$ cat src/rtl/svi_count_pkg.sv
// Shared types and defaults for the multi-channel start/stop counter array.
// The array and its per-channel counter both import this package.
package svi_count_pkg;

  localparam int DEFAULT_WIDTH  = 8;
  localparam int DEFAULT_NUM_CH = 4;

  typedef enum logic [1:0] {
    IDLE,
    RUN,
    HOLD,
    ERR
  } svi_cnt_state_e;

  typedef struct packed {
    logic busy;
    logic done;
    logic error;
  } svi_cnt_status_t;

endpackage

$ cat src/rtl/svi_count_chan.sv
// One counter channel: IDLE/RUN/HOLD/ERR FSM, terminal-count detection,
// a saturating completed-run counter, and the limit/wrap latched at start.
module svi_count_chan
  import svi_count_pkg::*;
#(
  parameter int WIDTH        = DEFAULT_WIDTH,
  parameter bit WRAP_DEFAULT = 1'b0
) (
  input  logic             clk,
  input  logic             reset_n,
  input  logic             start,
  input  logic             enable,
  input  logic             clear,
  input  logic             wrap_mode,
  input  logic [WIDTH-1:0] limit,
  output logic [WIDTH-1:0] count,
  output logic [WIDTH-1:0] count2,
  output svi_cnt_status_t  status
);

  svi_cnt_state_e   state;
  logic [WIDTH-1:0] limit_q;
  logic             wrap_q;

  always_ff @(posedge clk or negedge reset_n) begin
    if (!reset_n) begin
      state   <= IDLE;
      count   <= '0;
      count2  <= '0;
      limit_q <= '0;
      wrap_q  <= WRAP_DEFAULT;
      status  <= '0;
    end else begin
      status.done <= 1'b0;
      if (clear) begin
        // clear wins over a start in the same cycle
        state        <= IDLE;
        count        <= '0;
        count2       <= '0;
        status.busy  <= 1'b0;
        status.error <= 1'b0;
      end else begin
        case (state)
          IDLE, HOLD: begin
            if (start) begin
              limit_q     <= limit;
              wrap_q      <= wrap_mode;
              count       <= '0;
              state       <= RUN;
              status.busy <= 1'b1;
            end
          end
          RUN: begin
            if (start) begin
              state        <= ERR;
              status.busy  <= 1'b0;
              status.error <= 1'b1;
            end else if (enable) begin
              if (count == limit_q) begin
                status.done <= 1'b1;
                if (count2 != '1) count2 <= count2 + 1'b1;
                if (wrap_q) begin
                  count <= '0;
                end else begin
                  state       <= HOLD;
                  status.busy <= 1'b0;
                end
              end else begin
                count <= count + 1'b1;
              end
            end
          end
          ERR: begin
            // sticky until clear or reset
          end
          default: state <= IDLE;
        endcase
      end
    end
  end

endmodule

$ cat src/rtl/svi_count_array.sv
// NUM_CH independent start/stop counters; flat per-channel vectors are
// sliced WIDTH bits per channel, channel i at [i*WIDTH +: WIDTH].
module svi_count_array
  import svi_count_pkg::*;
#(
  parameter int WIDTH        = DEFAULT_WIDTH,
  parameter int NUM_CH       = DEFAULT_NUM_CH,
  parameter bit WRAP_DEFAULT = 1'b0
) (
  input  logic                    clk,
  input  logic                    reset_n,
  input  logic [NUM_CH-1:0]       start,
  input  logic [NUM_CH-1:0]       enable,
  input  logic [NUM_CH-1:0]       clear,
  input  logic [NUM_CH-1:0]       wrap_mode,
  input  logic [NUM_CH*WIDTH-1:0] limit,
  output logic [NUM_CH*WIDTH-1:0] count,
  output logic [NUM_CH*WIDTH-1:0] count2,
  output logic [NUM_CH-1:0]       busy,
  output logic [NUM_CH-1:0]       done,
  output logic [NUM_CH-1:0]       error
);

  for (genvar gi = 0; gi < NUM_CH; gi++) begin : g_ch
    svi_cnt_status_t status;

    svi_count_chan #(
      .WIDTH       (WIDTH),
      .WRAP_DEFAULT(WRAP_DEFAULT)
    ) u_chan (
      .clk      (clk),
      .reset_n  (reset_n),
      .start    (start[gi]),
      .enable   (enable[gi]),
      .clear    (clear[gi]),
      .wrap_mode(wrap_mode[gi]),
      .limit    (limit[gi*WIDTH +: WIDTH]),
      .count    (count[gi*WIDTH +: WIDTH]),
      .count2   (count2[gi*WIDTH +: WIDTH]),
      .status   (status)
    );

    assign busy[gi]  = status.busy;
    assign done[gi]  = status.done;
    assign error[gi] = status.error;
  end

endmodule

$ cat config.mk
export PLATFORM = sky130hd
export DESIGN_NAME = svi_count_array
export DESIGN_NICKNAME = d
export VERILOG_FILES = /design/src/rtl/svi_count_pkg.sv /design/src/rtl/svi_count_chan.sv /design/src/rtl/svi_count_array.sv
export SDC_FILE = /design/constraint.sdc
export NUM_CORES = 1
export LEC_CHECK = 0
export CAP_MARGIN = 20
export CORE_UTILIZATION = 45
export DETAILED_ROUTE_END_ITERATION = 8
export PLACE_DENSITY = 0.69
export SLEW_MARGIN = 10
export SYNTH_ARGS = -nofsm -noshare
export SYNTH_HDL_FRONTEND = slang
export SYNTH_SLANG_ARGS = --single-unit
$ cat constraint.sdc
create_clock -name clk -period 3.2 [get_ports clk]
set_clock_uncertainty 0.2 [all_clocks]
set_input_delay 0.64 -clock clk [delete_from_list [all_inputs] [get_ports clk]]
set_output_delay 0.64 -clock clk [all_outputs]
set_load 0.1 [all_outputs]
Word-level counts from Yosys, hierarchy flattened
Index checks and enable logic that the tools add are counted.
{"block": "totals", "regBits": 120, "latchBits": 0, "ram_bits": 0, "mem_bits_ro": 0, "input_bits": 50, "output_inout_bits": 76, "n_memories": 0}
{"block": "op_classes", "n_addsub": 8, "mul": 0, "div_mod_pow": 0, "order_cmp": 0, "eq_ne": 48, "n_shift": 0, "n_mux": 124, "bitwise": 4, "n_reduce_logical": 52}
{"op": "$mux 8", "count": 48}
{"op": "$mux 2", "count": 36}
{"op": "$add 8x1->8 const B", "count": 8}
{"op": "$pmux 8 s2", "count": 4}
{"op": "$reduce_and 5->1", "count": 12}
{"op": "$reduce_bool 2->1", "count": 20}
{"op": "$ne 3x3->1 const B", "count": 12}
{"op": "$eq 8x8->1", "count": 4}
{"op": "$ne 4x3->1 const B", "count": 8}
{"op": "$ne 4x4->1 const B", "count": 8}
{"op": "$ne 8x8->1 const B", "count": 4}
{"op": "$mux 1", "count": 28}
{"op": "$pmux 2 s2", "count": 4}
{"op": "$reduce_and 3->1", "count": 4}
{"op": "$reduce_bool 3->1", "count": 4}
{"op": "$eq 2x1->1 const B", "count": 4}
{"op": "$eq 2x2->1 const B", "count": 4}
{"op": "$logic_not 2->1", "count": 4}
{"op": "$ne 2x1->1 const B", "count": 4}
{"op": "$pmux 1 s2", "count": 4}
{"op": "$reduce_and 2->1", "count": 4}
{"op": "$reduce_or 2->1", "count": 4}
{"op": "$not 1->1", "count": 4}

Longest topological paths before layout
{"block": "logic_depth", "ltp_word": 7, "mapped_depth": 7, "depth_no_buf": 6}

By module
A second synthesis with hierarchy kept.
{"block": "unflattened", "cells_unflattened": 600, "area_unflattened_um2": 6468.7}
{"module": "svi_count_chan at g_ch[0].u_chan ...", "instances": 2, "cells_per_inst": 150, "area_each_um2": 1621.6, "seq_area_each_um2": 750.7}
{"module": "svi_count_chan at g_ch[2].u_chan ...", "instances": 2, "cells_per_inst": 150, "area_each_um2": 1612.8, "seq_area_each_um2": 750.7}

Least setup slack after synthesis
OpenSTA, ideal clock, no wires.
{"block": "synth_timing", "kind": "reg-to-reg", "from": "register g_ch[3].u_chan.count[3]", "to": "register g_ch[3].u_chan.count[4]", "setup_ps": 124, "t_arrival_ps": 2586, "t_required_ps": 2876, "slack_ps": 290, "path_stages_with_launch": 7, "n_path_buf": 1, "period_less_slack_ps": 2910, "cell_sequence": "dfrtp_1 buf_2 xor2_1 nor4_1 a211oi_1 nor3b_1 a211o_1"}
{"block": "synth_between", "elab_chain_cells": 6, "elab_cells_between_ends": 9}
{"item": "start, declared", "line": "svi_count_chan.sv:16", "text": "output logic [WIDTH-1:0] count,"}
{"item": "start signal, assigned", "line": "svi_count_chan.sv:69", "text": "count <= count + 1'b1;"}
{"item": "$add 8x1->8 or $eq 8x8->1 (tied branches)", "line": "svi_count_chan.sv:69, svi_count_chan.sv:59"}
{"item": "$mux 8", "line": "svi_count_chan.sv:59", "text": "if (count == limit_q) begin"}
{"item": "$mux 8", "line": "svi_count_chan.sv:58", "text": "end else if (enable) begin"}
{"item": "$mux 8", "line": "svi_count_chan.sv:54", "text": "if (start) begin"}
{"item": "$pmux 8 s2", "line": "svi_count_chan.sv:43", "text": "case (state)"}
{"item": "$mux 8", "line": "svi_count_chan.sv:35", "text": "if (clear) begin"}
Parallel ways exist; a longest one is shown, timed or not. The select of a mux whose other input is x is not followed.
A chain may end at the register's enable or synchronous reset.

Worst setup path after layout
{"block": "layout_timing", "from": "input port start[3]", "to": "register g_ch[3].u_chan.count2[5]"}
{"block": "layout_between", "elab_chain_cells": 2}
{"item": "start, declared", "line": "svi_count_array.sv:12", "text": "input logic [NUM_CH-1:0] start,"}
{"item": "$ne 2x1->1 (no line)"}
{"item": "$reduce_and 5->1 (no line)"}
{"item": "end signal, assigned", "line": "svi_count_chan.sv:61", "text": "if (count2 != '1) count2 <= count2 + 1'b1;"}
{"item": "end, declared", "line": "svi_count_chan.sv:17", "text": "output logic [WIDTH-1:0] count2,"}
Every way passes these cells.

==> run_results.csv <==
group,metric,value,unit
finish,antenna_cells,0,
sta,maxSlewHeadroom,0.520,
sta,period_minus_slack,2.52,ns
pwr,comb_power_share,0.126,
finish,final_area,8200,um^2
global_routing,antenna_found_initial,0,
pwr,p_seq_frac,0.406,
logic_synthesis,synth_top_area_share,0.484,
clock_tree,ctsHoldBuffers,0,
logic_synthesis,synthTopCellsByArea,"dfrtp_1 (48%), mux2_2 (7.4%), xnor2_1 (3.0%)",
global_routing,grt_pass1_wl,24300,um
placed_design,dp_hpwl,10400,um
pwr,power_switching,1.02,mW
floorplanning,io_pins,126,
clock_tree,ctsResizeCount,0,
global_routing,grt_max_degree,49,
global_routing,use_met3,0.0632,
sta,max_freq,397,MHz
critical_path,crit_fanout,12,
logic_synthesis,syn_area,6200,um^2
clock_tree,cts_tree,"yes",
detailed_routing,antenna_left,0,
detailed_routing,via_count,5218,
status,status,"finished clean",
pwr,p_sw_frac,0.243,
finish,multi_input_area,3030,um^2
placed_design,gp_congestion,0.811,
sta,finalWorstSetupSlack,0.680,ns
critical_path,end_kind,"flop",
global_routing,grt.overflow.total,0,
floorplanning,dieArea,14200,um^2
critical_path,worstSetupPathType,"in2reg",
sta,fin_crit_sh,0.787,
global_routing,grtUsageMet2,0.350,
floorplanning,dieHeight,119,um
pwr,p_leak,3.75,nW
detailed_routing,detail_route.wl_per_cell,15.4,um
logic_synthesis,synth-edff-count,0,
logic_synthesis,synth_ff_type,"dfrtp_1",
placed_design,io_buffers,125,
pwr,clkPwrFrac,0.468,
critical_path,startpoint_type,"input port",
sta,hold_slack,0.0197,ns
finish,fin_nets,806,
min_path,hold_class,"in2async",
detailed_routing,drt_iter0_markers,327,
global_routing,grt_pass1_vias,5131,
placed_design,place_area,7600,um^2
logic_synthesis,synthCells,596,
detailed_routing,drt_wl_total,14400,um
clock_tree,cts-root-buf,"clkbuf_16",
pwr,p_per_area,513,nW/um^2
sta,drv_slew,0,
logic_synthesis,synthArstFlopShare,1.00,
sta,rsz0062_at_grt,"false",
clock_tree,cts_made_buffers,17,
global_routing,grt_use_total,0.214,
placed_design,place_ws,0.286,ns
global_routing,busiest_layer,"met2",
sta,finalSetupTns,0,ns
detailed_routing,dr.pass1.iters,5,
clock_tree,clk-insertion-delay-late,0.42,ns
finish,utilization,0.614,
critical_path,cp.arrival,2.65,ns
clock_tree,clk_path_buf_depth,2,
pwr,power.total,4.21,mW
placed_design,placedCellCount,905,
clock_tree,cts-htree-levels,4,
logic_synthesis,ys_seq_area_frac,0.484,
detailed_routing,drcViolationCount,0,
logic_synthesis,syn_area_per_cell,10.4,um^2
floorplanning,num_rows,42,
pwr,irDropWorstVdd,0.489,mV
floorplanning,start_util,0.464,
logic_synthesis,synth_area_leader_cell,"dfrtp_1",
floorplanning,die_w,119,um
clock_tree,clk_pin_slew,0.05,ns
sta,worstMarginPinSlew,0.714,ns
logic_synthesis,ys_ff_latch,120,
logic_synthesis,ys_warn_count,0,
finish,num-fill-cells,1150,
sta,setup_violations,0,
clock_tree,postCtsSetupBuffers,0,
clock_tree,cts_sinks,120,
logic_synthesis,synth_nets,654,
pwr,intPower,3.18,mW
finish,fin_cells,937,
global_routing,grt_use_met1,0.269,
job,cap_violations,0,
sta,hold_viol,0,
critical_path,cp.required,3.33,ns
finish,drive_above_1_share,0.250,
floorplanning,core,13300,um^2
finish,seq_area,3000,um^2
detailed_routing,routed_via_density,5.57,
finish,syn_to_final_growth,32.3,%
logic_synthesis,yosysUniqueCellTypes,60,
kinds of logic (layout without fill, tap and decap cells):
family | after synthesis | after routing | share of synthesized area
adder cells (fa/ha/maj) | 8 | 8 | 0.0161
flip-flops | 120 | 120 | 0.484
multiplexers | 47 | 47 | 0.0842
AO/OA/AOI/OAI | 111 | 111 | 0.128
AND/OR/NAND/NOR | 229 | 229 | 0.204
XOR/XNOR | 40 | 40 | 0.0565
buffers and inverters | 41 | 206 | 0.0264
power groups by stage:
| stage | registers (mW) | clock network (mW) | logic (mW) |
|---|---|---|---|
| floorplan | 1.79 | 0 | 0.269 |
| global placement | 1.73 | 0 | 0.517 |
| detailed placement | 1.74 | 0 | 0.530 |
| CTS | 1.71 | 2.01 | 0.535 |
| global route | 1.72 | 2.09 | 0.577 |
| finish | 1.71 | 1.97 | 0.529 |
cells in the final DEF, fill, tap and decap left out, types with 3 or more instances in the layout:
cell type / n
nor3b_1: 6
nand2_1: 30
bufinv_16: 4
or4_1: 8
mux2i_1: 6
clkbuf_16: 17
a211o_1: 7
nand2b_1: 8
nand4_1: 17
nor2_1: 41
nor4_1: 12
a21o_1: 5
and3_1: 19
xor2_1: 19
dfrtp_1: 120
nand3_1: 30
nor2b_1: 8
clkdlybuf4s50_1: 48
clkbuf_1: 4
a31o_2: 3
a21oi_1: 31
nor3_1: 18
inv_1: 26
a221o_1: 11
xnor2_1: 21
o21ai_0: 13
buf_4: 99
or3_1: 7
o31ai_1: 10
or2_2: 5
clkinv_2: 6
and4_1: 3
a211oi_1: 8
o31a_1: 4
ha_1: 8
mux2_2: 41
state kept, by name, indices dropped and copies added, names as in the netlist:
register / flops
g_ch.u_chan.status: 12
g_ch.u_chan.wrap_q: 4
g_ch.u_chan.limit_q: 32
g_ch.u_chan.state: 8
g_ch.u_chan.count2: 32
g_ch.u_chan.count: 32
area by class of cell:
class,instances,share of cell area
clock inverters,10,0.0183
flip-flops and latches,120,0.366
clock buffers,22,0.0554
multi-input cells,435,0.370
repair buffers,148,0.152
inverters,26,0.0119
well taps,176,0.0269
path summary, 6_finish.rpt:
| check | start | to | slack [ns] | cells past startpoint |
|---|---|---|---|---|
| setup / recovery | start[3] | g_ch[3].u_chan.count2[5]$_DFFE_PN0P_ | 0.68 | 5 |
| hold / removal | reset_n | g_ch[1].u_chan.limit_q[6]$_DFFE_PN0P_ | 0.02 | 1 |
| setup reg to reg | g_ch[0].u_chan.count[3]$_DFFE_PN0P_ | g_ch[0].u_chan.count2[3]$_DFFE_PN0P_ | 0.69 | 6 |
| hold reg to reg | g_ch[2].u_chan.status[0]$_DFFE_PN0P_ | g_ch[2].u_chan.status[0]$_DFFE_PN0P_ | 0.32 | 2 |
| max in group asynchronous | reset_n | g_ch[2].u_chan.state[1]$_DFFE_PN0P_ | 2.05 | 2 |
| min in group clk | g_ch[2].u_chan.status[0]$_DFFE_PN0P_ | g_ch[2].u_chan.status[0]$_DFFE_PN0P_ | 0.32 | 2 |
metal layers:
layer | wire length [um] | vias up | share of wire
met5 | 0 | - | 0
met4 | 265 | 0 | 0.018
met3 | 688 | 20 | 0.048
met2 | 7050 | 136 | 0.49
met1 | 6380 | 2545 | 0.44
li1 | - | 2517 | -
cell usage after synthesis (11+ instances only):
library cell and number:
a21oi_1 31, a221o_1 11, and3_1 19, clkbuf_1 11, dfrtp_1 120, inv_1 26
mux2_2 41, nand2_1 30, nand3_1 30, nand4_1 17, nor2_1 41, nor3_1 18
nor4_1 12, o21ai_0 13, xnor2_1 21, xor2_1 19
critical path: stages:
cell and delay [ns]:
clkdlybuf4s50_1 0.51, nor3b_1 0.35, nand3_1 0.38, or4_1 0.60
a21oi_1 0.17
Note: power is estimated with default switching activity, not from simulation.
